**src/rtl/bpu_override_pipe_pkg.sv**
```systemverilog
// bpu_override_pipe_pkg: shared constants and types for the branch-prediction override pipeline.
package bpu_override_pipe_pkg;
    localparam int BPU_STAGE_MAX = 4;
    localparam int STAGE_NUM_W = 2;
    typedef logic [STAGE_NUM_W-1:0] stage_num_t;
endpackage

```
**src/rtl/bpu_override_pipe_redirect_arbiter.sv**
```systemverilog
// bpu_redirect_arbiter: selects the highest valid redirecting stage (latest stage holds the oldest stream).
module bpu_redirect_arbiter
    import bpu_override_pipe_pkg::*;
#(
    parameter int STAGES = 3
) (
    input  logic [STAGES-1:1] valid,
    input  logic [STAGES-1:1] redirect,
    output logic              any_red,
    output stage_num_t        red_k
);
    always_comb begin
        any_red = 1'b0;
        red_k = '0;
        for (int k = 1; k < STAGES; k++) begin
            if (valid[k] && redirect[k]) begin
                any_red = 1'b1;
                red_k = stage_num_t'(k);
            end
        end
    end
endmodule

```
**src/rtl/bpu_override_pipe.sv**
```systemverilog
// bpu_override_pipe: N-stage prediction pipeline with latest-stage-wins override and FSQ index allocation.
// Defining BPU_OVERRIDE_PERF_EN adds per-stage redirect and stall performance counters.
module bpu_override_pipe
    import bpu_override_pipe_pkg::*;
#(
    parameter int STAGES = 3,
    parameter int VADDR_W = 39,
    parameter int PRED_W = 128,
    parameter int IDX_W = 5,
    parameter logic [VADDR_W-1:0] RESET_PC = 39'h80000000
) (
    input  logic                        clk,
    input  logic                        rst,
    input  logic                        flush,
    input  logic [VADDR_W-1:0]          flush_pc,
    input  logic [IDX_W:0]              flush_idx,
    input  logic                        fsq_stall,
    input  logic [STAGES-1:0]           stage_ready,
    input  logic [STAGES-1:0]           stage_redirect,
    input  logic [STAGES*VADDR_W-1:0]   stage_target,
    input  logic [STAGES*PRED_W-1:0]    stage_payload,
    output logic [VADDR_W-1:0]          pc,
    output logic [STAGES-1:0]           stage_valid,
    output logic [STAGES*VADDR_W-1:0]   stage_pc,
    output logic [(STAGES-1)*PRED_W-1:0] stage_in_payload,
    output logic                        pred_en,
    output logic                        pred_redirect,
    output logic [1:0]                  pred_stage,
    output logic [IDX_W:0]              pred_idx,
    output logic [PRED_W-1:0]           pred_payload,
    output logic                        last_en,
    output logic [IDX_W:0]              last_idx
`ifdef BPU_OVERRIDE_PERF_EN
    ,
    output logic [STAGES*32-1:0]        perf_redirect_cnt,
    output logic [31:0]                 perf_stall_cnt
`endif
);
    typedef logic [IDX_W:0] stream_idx_t;
    typedef struct packed {
        logic                en;
        logic [VADDR_W-1:0]  start_pc;
        stream_idx_t         idx;
        logic [PRED_W-1:0]   payload;
    } stage_reg_t;

    stage_reg_t          sr [1:STAGES-1];
    stage_reg_t          cur [BPU_STAGE_MAX];
    logic [VADDR_W-1:0]  tgt [BPU_STAGE_MAX];
    logic [PRED_W-1:0]   pl [BPU_STAGE_MAX];
    logic                v0;
    stream_idx_t         alloc;
    logic                stall, go, any_red;
    stage_num_t          red_k;
    logic [STAGES-1:1]   kill;
    logic                unused_redirect0;

    assign unused_redirect0 = stage_redirect[0];
    assign stall = fsq_stall | ~&stage_ready;
    assign go = ~stall & ~flush;

    // Stage 0 is virtual: its stream is the live pc with the allocator's next index.
    always_comb begin
        for (int k = 0; k < BPU_STAGE_MAX; k++) begin
            cur[k] = '0;
            tgt[k] = '0;
            pl[k] = '0;
        end
        cur[0] = '{en: v0, start_pc: pc, idx: alloc, payload: '0};
        for (int k = 1; k < STAGES; k++) cur[k] = sr[k];
        for (int k = 0; k < STAGES; k++) begin
            tgt[k] = stage_target[k*VADDR_W +: VADDR_W];
            pl[k] = stage_payload[k*PRED_W +: PRED_W];
        end
    end

    always_comb begin
        stage_valid = '0;
        stage_pc = '0;
        stage_in_payload = '0;
        kill = '0;
        for (int k = 0; k < STAGES; k++) begin
            stage_valid[k] = cur[k].en;
            stage_pc[k*VADDR_W +: VADDR_W] = cur[k].start_pc;
        end
        for (int k = 1; k < STAGES; k++) begin
            stage_in_payload[(k-1)*PRED_W +: PRED_W] = sr[k].payload;
            kill[k] = any_red && (k <= int'(red_k));
        end
    end

    bpu_redirect_arbiter #(.STAGES(STAGES)) u_arb (
        .valid    (stage_valid[STAGES-1:1]),
        .redirect (stage_redirect[STAGES-1:1]),
        .any_red  (any_red),
        .red_k    (red_k)
    );

    assign pred_en = (any_red | v0) & go;
    assign pred_redirect = any_red & go;
    assign pred_stage = any_red ? red_k : '0;
    assign pred_idx = any_red ? cur[red_k].idx : alloc;
    assign pred_payload = any_red ? pl[red_k] : (v0 ? pl[0] : '0);
    assign last_en = stage_valid[STAGES-1] & go;
    assign last_idx = sr[STAGES-1].idx;

    always_ff @(posedge clk or posedge rst) begin
        if (rst) begin
            pc <= RESET_PC;
            v0 <= 1'b0;
            alloc <= '0;
            for (int k = 1; k < STAGES; k++) sr[k] <= '0;
        end else begin
            v0 <= 1'b1;
            if (flush) begin
                pc <= flush_pc;
                alloc <= flush_idx + stream_idx_t'(1);
                for (int k = 1; k < STAGES; k++) sr[k].en <= 1'b0;
            end else if (!stall && v0) begin
                pc <= any_red ? tgt[red_k] : tgt[0];
                alloc <= (any_red ? cur[red_k].idx : alloc) + stream_idx_t'(1);
                // The redirecting stage itself shifts on with its own payload; younger ones die.
                for (int k = 1; k < STAGES; k++) begin
                    if (kill[k]) sr[k].en <= 1'b0;
                    else sr[k] <= '{en: cur[k-1].en, start_pc: cur[k-1].start_pc,
                                    idx: cur[k-1].idx, payload: pl[k-1]};
                end
            end
        end
    end

`ifdef BPU_OVERRIDE_PERF_EN
    logic [31:0] red_cnt [STAGES];

    always_ff @(posedge clk or posedge rst) begin
        if (rst) begin
            for (int k = 0; k < STAGES; k++) red_cnt[k] <= '0;
            perf_stall_cnt <= '0;
        end else begin
            for (int k = 1; k < STAGES; k++)
                if (pred_redirect && red_k == stage_num_t'(k) && ~&red_cnt[k])
                    red_cnt[k] <= red_cnt[k] + 32'd1;
            if (stall && ~&perf_stall_cnt) perf_stall_cnt <= perf_stall_cnt + 32'd1;
        end
    end

    always_comb begin
        perf_redirect_cnt = '0;
        for (int k = 0; k < STAGES; k++) perf_redirect_cnt[k*32 +: 32] = red_cnt[k];
    end
`endif
endmodule

```
**config.mk**
```make
export PLATFORM = sky130hd
export DESIGN_NAME = bpu_override_pipe
export DESIGN_NICKNAME = d
export VERILOG_FILES = /design/src/rtl/bpu_override_pipe_pkg.sv /design/src/rtl/bpu_override_pipe_redirect_arbiter.sv /design/src/rtl/bpu_override_pipe.sv
export SDC_FILE = /design/constraint.sdc
export NUM_CORES = 1
export LEC_CHECK = 0
export CORE_AREA = 10 10 422 424
export CTS_CLUSTER_DIAMETER = 50
export DETAILED_ROUTE_END_ITERATION = 8
export DIE_AREA = 0 0 432 434
export SLEW_MARGIN = 25
export SYNTH_ARGS = -nofsm -noshare
export SYNTH_HDL_FRONTEND = slang
export SYNTH_SLANG_ARGS = --single-unit
```
**constraint.sdc**
```tcl
create_clock -name clk -period 19.8 [get_ports clk]
set_clock_uncertainty 0.05 [all_clocks]
set_input_delay 2.97 -clock clk [delete_from_list [all_inputs] [get_ports clk]]
set_output_delay 2.97 -clock clk [all_outputs]
set_load 0.02 [all_outputs]
```
; Word level (Yosys, flattened, before mapping)
; Cells that the tools add are included.
[op_classes]
add_sub_neg = 2
multipliers = 0
div_mod_pow = 0
magnitude_cmp = 3
n_eq_ne = 0
n_shift = 0
mux = 29
n_bitwise = 11
reduce_logical = 11
[op_table]
columns = op, count
row1 = 128-bit 2-to-1 mux, 4
row2 = 174-bit binary-select mux with 2-bit select, 1
row3 = 348-bit 2-to-1 mux, 1
row4 = 173-bit 2-to-1 mux, 2
row5 = 134-bit 2-to-1 mux, 2
row6 = 128-bit binary-select mux with 2-bit select, 1
row7 = 39-bit 2-to-1 mux, 5
row8 = 39-bit binary-select mux with 2-bit select, 1
row9 = 6-bit 2-to-1 mux, 3
row10 = "6-bit by 1-bit adder with 6-bit output, second input constant", 2
row11 = 3-bit AND reduction, 3
row12 = 1-bit 2-to-1 mux, 7
row13 = 1-bit logical AND, 5
row14 = 1-bit bitwise AND, 4
row15 = 2-bit 2-to-1 mux, 2
row16 = 1-bit NOT, 4
row17 = "3-bit greater-or-equal comparator, second input constant", 1
row18 = 2-bit NOT with 3-bit output, 1
row19 = "1-bit by 2-bit less-or-equal comparator with 1-bit output, first input constant", 1
row20 = "2-bit less-or-equal comparator, first input constant", 1
row21 = 1-bit logical NOT, 2
row22 = 1-bit OR, 2
row23 = 2-bit nonzero test, 1
[word_totals]
ff_bits = 394
latch_bits = 0
ram_bits = 0
rom_bits = 0
mem_count = 0

; Logic depth before layout (Yosys ltp)
[logic_depth]
ltp_word = 11
mapped_depth = 9
ltp_nobuf = 9

; Cells and area by module
; Synthesis repeated with hierarchy kept, for this count alone.
[hier_totals]
hier_cells = 1832
area_unflattened_um2 = 21708.3
[modules_own_cells]
columns = module, n_inst, cells_per_inst, area_each_um2, seq_area_each_um2
row1 = bpu_override_pipe, 1, 1828, 21678.3, 9860.7
row2 = bpu_redirect_arbiter, 1, 4, 30.0, 0.0

; Worst setup path after synthesis
; OpenSTA, ideal clock, no wires.
[synth_timing]
path_kind = input -> output
from = input flush
to = output pred_en
t_arrival_ps = 4328
required_time_ps = 16780
slack_ps = 12452
stages = 5
cell_sequence = buf_2 > buf_2 > clkbuf_1 > a211oi_1 > a21o_1
[synth_between]
elab_chain_cells = 3
[synth_rtl]
columns = element, line
row1 = start: declaration, bpu_override_pipe.sv:14  ; input logic flush,
row2 = 1-bit NOT (no source line), n/a
row3 = 1-bit bitwise AND, bpu_override_pipe.sv:60  ; assign go = ~stall & ~flush;
row4 = 1-bit bitwise AND, bpu_override_pipe.sv:99  ; assign pred_en = (any_red | v0) & go;
row5 = end: declaration, bpu_override_pipe.sv:26  ; output logic pred_en,
; No other way between the ends.

; Final worst setup path
[layout_timing]
from = input stage_redirect[2]
to = output pred_payload[72]
[layout_between]
elab_chain_cells = 7
word_cells_on_any_way = 8
classes_between = 6 x mux / 1 x bitwise / 1 x reduce/logical
[layout_rtl]
columns = element, line
row1 = start: declaration, bpu_override_pipe.sv:19  ; input logic [STAGES-1:0] stage_redirect,
row2 = 1-bit logical AND *, bpu_override_pipe_redirect_arbiter.sv:16  ; if (valid[k] && redirect[k]) begin
row3 = 2-bit 2-to-1 mux, bpu_override_pipe_redirect_arbiter.sv:16
row4 = 2-bit NOT with 3-bit output (implied by the code), bpu_override_pipe.sv:103  ; assign pred_payload = any_red ? pl[red_k] : (v0 ? pl[0] : '0);
row5 = 128-bit binary-select mux with 2-bit select, bpu_override_pipe.sv:103
row6 = 128-bit 2-to-1 mux (implied by the code) (2 in series), bpu_override_pipe.sv:103
row7 = 128-bit 2-to-1 mux *, bpu_override_pipe.sv:103
row8 = end: declaration, bpu_override_pipe.sv:30  ; output logic [PRED_W-1:0] pred_payload,
; Mark *: on every way between the ends. The rest lies on a longest branch, timed or not. The select of a mux whose other input is x is not followed.

==> summary.txt <==
Synth
  – Asr flop ratio synth: 1.00
  – Syn Area/Cell: 10.1 sq um
  – Syn Std Cell Area: 0.0219 sq mm
  – Post-synth EDFFs: 0
  – Post-synth top area share: 0.449
  – Top cells by count, synth: buf_4, dfrtp_1, nand2_1
  – Cell variety after synth: 42
  – Post-synthesis sequential element count: 394
  – Synthesized Nets: 2727
  – Primary FF master, synth: dfrtp_1
  – Synth Warn #: 0
  – Most common cell in the synthesized netlist: buf_4
  – Cell taking the most area after synthesis: dfrtp_1
  – Sequential-to-total area share from yosys stat: 0.450
  – Top post-synthesis cells by area: dfrtp_1, buf_4, mux2_2
  – Post-Syn Instances: 2170

Clocking
  – # hold bufs at CTS: 0
  – Clock sinks: 394
  – H-tree levels: 3
  – CTS clk-pin slew, worst paths: 0.06 ns
  – CTS buffer count: 75
  – Clock latency on the worst-skew pair: 0.68 ns
  – Post-CTS Repair Setup Buffers: 0
  – Clk root buf: clkbuf_16
  – Clk buf depth: 3
  – Resized cells post-CTS: 0
  – CTS tree: yes

Pwr
  – PD cells: 96.0 mW/mm^2
  – Total leakage power: 13.9 nW
  – Total power: 3.35 mW
  – Worst IR drop on VDD: 0.0000621 V

Placement
  – Placed cells: 4962
  – Port bufs: 1114
  – Dpl cell area: 0.0322 sq mm
  – HPWL Detailed: 127000 um
  – Placer Congestion: 0.942
  – Worst slack at placement: 9.98 ns

Worst setup path
  – Worst EP required: 16.78 ns
  – Reg2reg setup slack: 15.36 ns
  – Worst Setup EP: pred_payload[72]
  – CP Class: in2out
  – CP Cell Sequence: clkdlybuf4s50_1 > nand2_8 > buf_4 > buf_4 > nor2_1 > a31oi_1 > clkdlybuf4s50_1
  – Arr. time, crit path: 6.86 ns
  – Worst reg2reg path depth: 7
  – Crit path max fanout: 69
  – Worst reg2reg path startpoint: v0$_DFF_PP0_
  – Slowest-stage cell, CP: clkdlybuf4s50_1
  – Setup crit start kind: input pin
  – Worst R2R End: stage_in_payload[10]$_DFFE_PP0P_
  – Crit. Startpoint: stage_redirect[2]
  – Worst path max stage delay: 0.79 ns
  – Crit. End Element: output pin

Timing
  – Worst-Margin Slew: 0.975 ns
  – Slew Limit Fails: 0
  – Hold WS: 0.434 ns
  – Finish-stage setup viols: 0
  – Rel. slew slack: 0.350
  – Tcrit/Tclk final: 0.499
  – RSZ-0062 raised after global routing: no
  – Max Clk Rate: 101 MHz
  – Fin Setup TNS: 0 ns
  – Final hold violations: 0
  – Tmin final: 9.88 ns
  – Min setup slack post-route: 9.92 ns

Worst hold path
  – Hold Crit Start: stage_in_payload[120]$_DFFE_PP0P_
  – HP Class: reg2reg

Routing
  – Initial detailed-routing violation count: 1591
  – DRT Wirelength: 154000 um
  – DRT Pass-1 Iters: 7
  – Final antenna-violating net count: 0
  – Via Count: 20000
  – Via density: 3.89
  – Routed len/inst: 30.0 um
  – Drt drc: 0

Floorplanning
  – Initial Util: 0.130
  – Area of the core: 0.169 sq mm
  – Die height: 434 um
  – I/O pin cnt: 1116
  – DIE AREA: 0.187 sq mm
  – Cell Rows: 151
  – Die Width: 432 um

Cells and area
  – Design Area, Final: 0.0349 sq mm
  – Final Core Density: 0.206
  – Share of post-route cells with drive strength above 1: 0.144
  – Final cell count without fillers: 5131
  – Area Growth Syn to Fin: 59.1%
  – Nets: 3378

Global route
  – Largest net degree at the start of global routing: 105
  – First-pass GRT wire length: 197000 um
  – Initial antenna violation count: 115
  – Total grt overflow: 0
  – Gr usage total: 0.155
  – Number of global-route vias before repair: 20000

Job
  – Max cap viols: 0

Outcome
  – Status: finished, final reports clean
## flip-flops by register name, summed over array words and instances, names as in the netlist
register,flops
stage_in_payload,256
stage_pc,78
pc,39
alloc,6
cur,6
last_idx,6
stage_valid,2
v0,1
## layout by cell type, fill, tap and decap left out, drive strengths merged, types with 2 or more instances in the layout
| cell | instances |
|---|---|
| and3b | 2 |
| dfrtp | 393 |
| clkinvlp | 12 |
| a31oi | 131 |
| mux2i | 4 |
| and2 | 4 |
| nand3 | 130 |
| a21oi | 41 |
| a21bo | 2 |
| a21o | 2 |
| clkinv | 14 |
| xor2 | 3 |
| a311oi | 39 |
| bufinv | 6 |
| buf | 30 |
| a221o | 3 |
| o21ai | 46 |
| nor3 | 4 |
| inv | 23 |
| diode | 33 |
| nand2 | 255 |
| clkbuf | 88 |
| mux2 | 348 |
| a22oi | 2 |
| nor2 | 174 |
| clkdlybuf4s50 | 1113 |
## logic make-up (layout without fill, tap and decap cells)
| kind of cell | count (synthesis) | in the layout | share of synthesized area |
|---|---|---|---|
| buffers and inverters | 576 | 1286 | 0.181 |
| and+or+nand+nor | 573 | 573 | 0.108 |
| DFF | 394 | 394 | 0.450 |
| muxes | 352 | 352 | 0.181 |
| AOI/OAI and AO/OA | 269 | 269 | 0.0778 |
| xor gates and xnor gates | 4 | 4 | 0.00160 |
| adders and majority gates | 1 | 1 | 0.000571 |
| other | 1 | 34 | 0.000171 |
## routing by layer
layer,part of all wire,vias up,global-route usage
li1,-,8414,-
met1,0.35,10100,0.168
met2,0.51,1112,0.271
met3,0.11,305,0.0594
met4,0.039,40,0.0631
met5,0.0016,-,0
## worst min path at each step
stage                                                   end  slack [ns]  cells past startpoint
after floorplan             stage_in_payload[0]$_DFFE_PP0P_        0.41                      1
after global placement    stage_in_payload[116]$_DFFE_PP0P_        0.42                      1
after detailed placement  stage_in_payload[120]$_DFFE_PP0P_        0.42                      1
after CTS                   stage_in_payload[0]$_DFFE_PP0P_        0.43                      1
after global routing       stage_in_payload[81]$_DFFE_PP0P_        0.44                      1
final                     stage_in_payload[120]$_DFFE_PP0P_        0.43                      1
## final cells by class
cell class	count	area [sq um]
Clock buffer	88	2000
Timing Repair Buffer	1143	11400
Multi-Input combinational cell	1200	8140
Fill cell	18500	134000
Antenna cell	33	82.6
Clock inverter	48	586
Tap cell	2218	2780
Inverter	7	35.0
Sequential cell	394	9860
## critical path, delay by kind of cell
family	cells	cell delay, ns
buffers and inverters	4	2.59
and+or+nand+nor	2	0.59
AOI/OAI and AO/OA	1	0.52
## report_power, final
group	switching, mW	total [mW]	internal (mW)	leakage [nW]
logic	0.481	0.954	0.474	7.61
registers	0.0995	1.05	0.947	5.08
clock network	0.527	1.35	0.819	1.23
total	1.11	3.35	2.24	13.9
Note: power is estimated with default switching activity, not from simulation.
